$ cat config.mk
export PLATFORM = sky130hd
export DESIGN_NAME = cart_mapper_wr_ctrl
export DESIGN_NICKNAME = d
export VERILOG_FILES = /design/src/rtl/cart_mapper_wr_ctrl.sv
export SDC_FILE = /design/constraint.sdc
export NUM_CORES = 1
export LEC_CHECK = 0
export CAP_MARGIN = 20
export CORE_MARGIN = 1.5
export CORE_UTILIZATION = 45
export DETAILED_ROUTE_END_ITERATION = 10
export PLACE_DENSITY = 0.8
export SYNTH_ARGS = -nofsm -noshare
export SYNTH_HDL_FRONTEND = slang
export SYNTH_SLANG_ARGS = --single-unit
$ cat constraint.sdc
create_clock -name clk_i -period 2.3 [get_ports clk_i]
set_input_delay 0.23 -clock clk_i [delete_from_list [all_inputs] [get_ports clk_i]]
set_output_delay 0.23 -clock clk_i [all_outputs]
set_load 0.01 [all_outputs]
$ cat src/rtl/cart_mapper_wr_ctrl.sv
// CPU-side cartridge bus front end: decodes PRG-ROM/PRG-RAM cycles and sequences
// mapper register writes, optionally ANDing write data with the ROM byte (bus conflicts).
module cart_mapper_wr_ctrl #(
  parameter int unsigned BUS_CONFLICTS = 1,
  parameter int unsigned ROM_LATENCY   = 1,
  parameter int unsigned PRG_ROM_16K   = 0
) (
  input  logic        clk_i,
  input  logic        rst_i,
  input  logic [15:0] cpu_addr_i,
  input  logic        cpu_rd_i,
  input  logic        cpu_wr_i,
  input  logic [7:0]  cpu_wr_data_i,
  input  logic [7:0]  prg_rom_data_i,
  output logic [14:0] prg_rom_addr_o,
  output logic        prg_rom_rd_o,
  output logic [12:0] prg_ram_addr_o,
  output logic        prg_ram_rd_o,
  output logic        prg_ram_wr_o,
  output logic        mapper_wr_o,
  output logic [7:0]  mapper_wr_data_o,
  output logic        busy_o,
  output logic        wr_drop_o
);

  typedef enum logic [1:0] {IDLE, CONF_RD, CONF_WAIT, COMMIT} state_t;

  localparam logic [14:0] ROM_MASK = (PRG_ROM_16K != 0) ? 15'h3FFF : 15'h7FFF;
  localparam logic [2:0]  CNT_INIT = 3'(ROM_LATENCY - 1);

  state_t      state_q, state_d;
  logic [14:0] addr_q, addr_d;
  logic [7:0]  data_q, data_d;
  logic [2:0]  cnt_q, cnt_d;
  logic        mapper_wr_q, mapper_wr_d;
  logic [7:0]  mapper_wr_data_q, mapper_wr_data_d;
  logic        wr_drop_q, wr_drop_d;

  logic rom_space, ram_space, rom_wr, rd_only, busy;

  assign rom_space = cpu_addr_i[15];
  assign ram_space = (cpu_addr_i[15:13] == 3'b011);
  assign rom_wr    = cpu_wr_i & rom_space;
  // a simultaneous write wins, so the read half of the cycle is discarded
  assign rd_only   = cpu_rd_i & ~cpu_wr_i;
  assign busy      = (state_q != IDLE);

  always_comb begin
    state_d          = state_q;
    addr_d           = addr_q;
    data_d           = data_q;
    cnt_d            = cnt_q;
    mapper_wr_d      = 1'b0;
    mapper_wr_data_d = mapper_wr_data_q;
    wr_drop_d        = wr_drop_q;
    case (state_q)
      IDLE: begin
        if (rom_wr) begin
          addr_d  = cpu_addr_i[14:0];
          data_d  = cpu_wr_data_i;
          state_d = (BUS_CONFLICTS != 0) ? CONF_RD : COMMIT;
        end
      end
      CONF_RD: begin
        cnt_d   = CNT_INIT;
        state_d = CONF_WAIT;
      end
      CONF_WAIT: begin
        if (cnt_q == 3'd0) begin
          data_d  = prg_rom_data_i & data_q;
          state_d = COMMIT;
        end else begin
          cnt_d = cnt_q - 3'd1;
        end
      end
      COMMIT: begin
        mapper_wr_d      = 1'b1;
        mapper_wr_data_d = data_q;
        state_d          = IDLE;
      end
      default: state_d = IDLE;
    endcase
    if (busy && rom_wr) wr_drop_d = 1'b1;
  end

  always_ff @(posedge clk_i) begin
    if (rst_i) begin
      state_q          <= IDLE;
      addr_q           <= '0;
      data_q           <= '0;
      cnt_q            <= '0;
      mapper_wr_q      <= 1'b0;
      mapper_wr_data_q <= '0;
      wr_drop_q        <= 1'b0;
    end else begin
      state_q          <= state_d;
      addr_q           <= addr_d;
      data_q           <= data_d;
      cnt_q            <= cnt_d;
      mapper_wr_q      <= mapper_wr_d;
      mapper_wr_data_q <= mapper_wr_data_d;
      wr_drop_q        <= wr_drop_d;
    end
  end

  always_comb begin
    prg_rom_addr_o = (busy ? addr_q : cpu_addr_i[14:0]) & ROM_MASK;
    prg_rom_rd_o   = busy ? (state_q == CONF_RD) : (rd_only & rom_space);
    prg_ram_addr_o = cpu_addr_i[12:0];
    prg_ram_rd_o   = rd_only & ram_space;
    prg_ram_wr_o   = cpu_wr_i & ram_space;
  end

  assign mapper_wr_o      = mapper_wr_q;
  assign mapper_wr_data_o = mapper_wr_data_q;
  assign busy_o           = busy;
  assign wr_drop_o        = wr_drop_q;

endmodule

==> impl_metrics.json, run 1 <==
{
  "clkPwrFrac_pct": 19.6,
  "worst_ir_drop_vdd_mv": 0.495,
  "synth.avg_cell_area_um2": 9.25,
  "postSynthRegisterBits": 38,
  "start_util_pct": 48.3,
  "syn_to_final_growth_pct": 45.5,
  "wl_per_cell_um": 13.3,
  "cts_setup_buffers": 0,
  "synth.most_common_cell": "dfxtp_1",
  "timing.setup.critical_path_class": "flop to output pin",
  "number_of_antenna_violations_at_the_first_check_in_global_routing": 0,
  "launch_point_of_the_worst_reg_to_reg_path": "state_q[0]",
  "yosysWarningCount": 0,
  "antenna_diode_count": 0,
  "worstReg2RegEnd": "data_q[2]",
  "layout.filler_cells": 313,
  "final-hold-violation-count": 0,
  "tightestPinTransition_ps": 735,
  "synth.top_cells.by_area": "dfxtp_1, mux2_2, nand2_1",
  "synth_cell_type_count": 28,
  "cts.clk_slew.worst_paths_ps": 80,
  "final_non_filler_cell_total": 311,
  "path_max_fanout": 21,
  "switching_power_share_of_the_total_pct": 33.2,
  "rrSetupSlack_ps": 490,
  "combPwrFrac_pct": 49.2,
  "fp.dieArea_um2": 4440,
  "cp.arrival_ps": 1940,
  "syn-cell-area_um2": 1820,
  "drv_cap": 0,
  "hold_path_class": "flop to flop",
  "syn-instance-count": 197,
  "initialDrtViolationCount": 133,
  "synth_edf_count": 0,
  "routed_wl_um": 4120,
  "asyncSetResetFlopFracSynth_pct": 0,
  "worst_hold_path.num_cells": 2,
  "die_h_um": 66.6,
  "outcome": "complete, no violations",
  "worst_hold_path.endpoint": "addr_q[9]",
  "design.core.area_um2": 3770,
  "detail_route.first_pass.iterations": 4,
  "worst_slew_margin_rel_pct": 49.6,
  "ff_to_ff_path_depth": 6,
  "power.share.sequential_pct": 31.2,
  "grt_setup_unrepaired": "no",
  "syn_nets": 239,
  "report.final.slew_viol_count": 0,
  "place_congestion": 0.775,
  "remaining_drc_errors": 0,
  "level_count_of_the_clock_h_tree": 2,
  "drive_gt1_share_pct": 11.4,
  "dr_vias_cell": 5.25,
  "timing.fmax_mhz": 461,
  "synth_largest_area_cell": "dfxtp_1",
  "std_cell_rows": 22,
  "grt_pass1_wl_um": 6780,
  "via_count": 1633,
  "grt_usage_pct": 20.2,
  "placement.io_buffers": 77,
  "final.hold.worst_slack_ps": 452,
  "place.detailed.hpwl_um": 2950,
  "power.static_leakage_uw": 0.000979,
  "final_nets": 304,
  "setup_viol_count_final": 0,
  "synth_flop_cell": "dfxtp_1",
  "die_width_um": 66.6,
  "timing.final.crit_period_ps": 2170,
  "finClkSkew_ps": 8.32,
  "post_synthesis_sequential_area_ratio_pct": 41.8,
  "postPlaceCellArea_um2": 2550,
  "vias_in_the_first_global_route": 1515,
  "tritoncts": "done",
  "p_per_area_nw_per_um2": 924,
  "postRouteAntennaNets": 0,
  "power_report.internal_total_uw": 1640,
  "final_area_um2": 2650,
  "tritoncts.num_buffers": 5,
  "synthDominantCellAreaShare_pct": 41.8,
  "power_switching_uw": 812,
  "cp-start-kind": "flop",
  "clkSinkCount": 38,
  "cp.required_ps": 2070,
  "grt_remaining_overflow": 0,
  "setup.worst_path.end_class": "output pin",
  "worst_hold_startpoint": "addr_q[9]",
  "clk_path_buf_depth": 2,
  "io_pins": 78,
  "final.period_utilization_pct": 94.4,
  "dp_cells": 303,
  "clock_insertion_delay_worst_skew_ps": 300,
  "timing.setup.tns_ps": 0,
  "ys_top_cells_by_count": "dfxtp_1, nand2_1, a21oi_1, mux2_2, buf_4",
  "clk_root_buffer_cell": "clkbuf_8",
  "grt_start_max_net_pins": 22
}
## flip-flops by register name, summed over array words and instances, names as in the netlist
register,count
addr_q,15
data_q,8
mapper_wr_data_o,8
mapper_wr_o,1
wr_drop_o,1
cnt_q,3
state_q,2
## what timing repair did
item	4_1_cts	5_1_grt
setup endpoints to repair	0	15
hold buffers	0	0
resized for setup	0	2
## logic make-up after synthesis
family / share of synthesized area (%)
AND/OR/NAND/NOR: 14.4
adder cells (fa/ha/maj): 4.12
multiplexers: 14.2
buffers and inverters: 9.68
AO/OA/AOI/OAI: 15.8
flip-flops: 41.8
## final cells by class
class	count	area, um^2	area share [%]
Clock buffer	6	82.6	3.12
Clock inverter	2	12.5	0.472
Timing Repair Buffer	83	823	31.1
Multi-Input combinational cell	127	885	33.4
Sequential cell	38	761	28.7
Tap cell	48	60.1	2.27
Inverter	7	26.3	0.992
## worst max-delay path, stage by stage, from the launching register on
cell	delay, ps
dfxtp_1	340
inv_1	100
ha_1	180
buf_8	190
mux2_2	350
clkdlybuf4s50_1	480
## cell usage in the layout, fill, tap and decap left out, drive strengths merged
master,count
o2bb2ai,1
or3,1
nor2,11
a211o,8
buf,6
nand2,32
a211oi,1
mux2,15
a31oi,3
dfxtp,38
nor3b,3
nor2b,2
nand2b,3
nand4b,1
a21boi,1
nand3,1
ha,6
and3,1
a32o,8
nor3,2
clkbuf,6
a21oi,16
clkdlybuf4s50,77
clkinvlp,1
clkinv,2
inv,6
o31ai,2
mux2i,9
## power by group through the flow
| stage | clock (uW) | combinational (uW) | sequential, uW |
|---|---|---|---|
| final | 480 | 1210 | 764 |
| after global routing | 520 | 1310 | 772 |
| after CTS | 492 | 1190 | 764 |
| after detailed placement | 0 | 1180 | 779 |
| after global placement | 0 | 1170 | 776 |
| after floorplan | 0 | 722 | 772 |
## metal layers
layer  vias to the layer above  routed length (um)  global-route usage (%)
li1                        808                   -                       -
met1                       752                1910                    24.7
met2                        65                1830                    32.3
met3                         8                 310                    6.76
met4                         0                  68                    8.42
met5                         -                   0                       0
## stage by stage
step | util, % | total power, uW | setup slack, ps
floorplan | - | 1490 | 723
global placement | 67.6 | 1950 | 416
detailed placement | 67.6 | 1960 | 400
CTS | 70.1 | 2450 | 67.9
global route | 70.3 | 2610 | 3.61
finish | 70.3 | 2450 | 129
## worst max-delay path by stage
stage	start	end	slack, ps	cells past startpoint
4_1_cts	state_q[1]	prg_rom_addr_o[14]	70	5
3_5_place_dp	state_q[1]	prg_rom_addr_o[14]	400	5
6_report	state_q[1]	prg_rom_addr_o[14]	130	5
2_1_floorplan	state_q[0]	prg_rom_addr_o[10]	720	5
5_1_grt	state_q[1]	prg_rom_addr_o[9]	4	5
3_3_place_gp	state_q[1]	prg_rom_addr_o[14]	420	5
Power figures use the tool's default switching activity.
==> run 2, diff against run 1 <==
--- a/config.mk
+++ b/config.mk
@@ -6,10 +6,12 @@
 export NUM_CORES = 1
 export LEC_CHECK = 0
 export CAP_MARGIN = 20
+export CORE_ASPECT_RATIO = 0.9
 export CORE_MARGIN = 1.5
 export CORE_UTILIZATION = 45
 export DETAILED_ROUTE_END_ITERATION = 10
 export PLACE_DENSITY = 0.8
+export SKIP_LAST_GASP = 1
 export SYNTH_ARGS = -nofsm -noshare
 export SYNTH_HDL_FRONTEND = slang
 export SYNTH_SLANG_ARGS = --single-unit
==> impl_metrics.json, run 2 (synthesis results as in run 1) <==
{
  "clk_root_buffer_cell": "clkbuf_8",
  "die_width_um": 70.1,
  "cp.arrival_ps": 1920,
  "place_congestion": 0.714,
  "post-place-ws_ps": 396,
  "drv_cap": 0,
  "timing.final.crit_period_ps": 2150,
  "cp-start-kind": "flop",
  "placement.io_buffers": 77,
  "most_common_cell_after_layout_fill_and_taps_aside": "clkdlybuf4s50_1",
  "drive_gt1_share_pct": 11.4,
  "fp.dieArea_um2": 4440,
  "route.layer.met1.wl_um": 1960,
  "final_cell_mix": "clkdlybuf4s50_1, dfxtp_1, nand2_1",
  "grt_remaining_overflow": 0,
  "io_pins": 78,
  "postcts_resize_cnt": 0,
  "clock_insertion_delay_worst_skew_ps": 290,
  "grt_pass1_wl_um": 7090,
  "setup.worst_path.end_class": "output pin",
  "wl_per_cell_um": 13.7,
  "report.final.slew_viol_count": 0,
  "layout.filler_cells": 298,
  "clkSinkCount": 38,
  "final.period_utilization_pct": 93.4,
  "place.detailed.hpwl_um": 3130,
  "via_count": 1591,
  "power.static_leakage_uw": 0.000988,
  "number_of_antenna_violations_at_the_first_check_in_global_routing": 0,
  "p_per_area_nw_per_um2": 938,
  "path_max_fanout": 21,
  "max_flop_register": "addr_q",
  "pnr_worst_setup_slack_ps": 153,
  "timing.fmax_mhz": 466,
  "postRouteAntennaNets": 0,
  "grt_usage_pct": 19.9,
  "cts_hold_repair.buffers": 0,
  "cp.required_ps": 2070,
  "timing.setup.critical_path_class": "flop to output pin",
  "finalPower_uw": 2490,
  "level_count_of_the_clock_h_tree": 2,
  "finClkSkew_ps": 6.66,
  "antenna_diode_count": 0,
  "routed_wl_um": 4240,
  "initialDrtViolationCount": 61,
  "std_cell_rows": 21,
  "final.hold.worst_slack_ps": 452,
  "worst_ir_drop_vdd_mv": 0.605,
  "hold_path_class": "flop to flop",
  "cts.clk_slew.worst_paths_ps": 80,
  "total_length_of_routed_met3_wires_um": 181,
  "area_occupied_by_multi_input_gates_um2": 885,
  "syn_to_final_growth_pct": 45.9,
  "timing.setup.tns_ps": 0,
  "setup_viol_count_final": 0,
  "tritoncts": "done",
  "tritoncts.num_buffers": 5,
  "clk_path_buf_depth": 2,
  "worst_slew_margin_rel_pct": 53.2,
  "cts_setup_buffers": 0,
  "detail_route.first_pass.iterations": 4,
  "start_util_pct": 47.8,
  "final-hold-violation-count": 0,
  "vias_in_the_first_global_route": 1559,
  "design.core.area_um2": 3810,
  "largest_register_ff_count": 15,
  "final_nets": 304,
  "met2_length_um": 2050,
  "top_signal_layer_used": "met4",
  "die_h_um": 63.4,
  "grt_start_max_net_pins": 22,
  "remaining_drc_errors": 0,
  "dr_vias_cell": 5.15,
  "outcome": "complete, no violations",
  "ff_latch_area_um2": 761,
  "tightestPinTransition_ps": 683,
  "grt_setup_unrepaired": "no"
}
-- run 2: cell count changes in the layout (fill, tap and decap cells not counted), sizes merged --
cell and change:
clkinv -1, clkbuf +2, clkinvlp -1
-- run 2: critical path: stages, from the launching register on --
cell and delay [ps]:
dfxtp_1 330, inv_1 100, ha_1 160, buf_6 200, mux2_2 350, clkdlybuf4s50_1 480
-- run 2: worst paths after layout --
kind | from | to | slack [ps] | cells after the start
worst max-delay path | state_q[0] | prg_rom_addr_o[3] | 150 | 5
worst min-delay path | addr_q[11] | addr_q[11] | 450 | 2
worst max register to register | cnt_q[0] | data_q[5] | 520 | 6
worst min register to register | addr_q[11] | addr_q[11] | 450 | 2
-- run 2: power breakdown --
group	internal, uW	switching (uW)
clock network	303	228
registers	727	35.7
logic	659	541
-- run 2: layout make-up --
cell class	instances	area share, %
clock buffer	8	4.14
inverter	7	0.988
multi-input combinational	127	33.3
sequential	38	28.6
tap	46	2.16
timing repair buffer	83	30.8
-- run 2: metrics by stage --
step	instances	utilization (%)	cell area (um^2)
2_1_floorplan	197	-	1820
3_3_place_gp	301	66.8	2540
3_5_place_dp	301	66.8	2540
4_1_cts	309	69.7	2660
5_1_grt	309	69.8	2660
6_report	309	69.8	2660
-- run 2: layer usage --
layer	GRT usage [%]	vias to the layer above
li1	-	807
met4	6.49	0
met3	4.48	4
met2	34.3	35
met1	24.5	745
met5	0	-
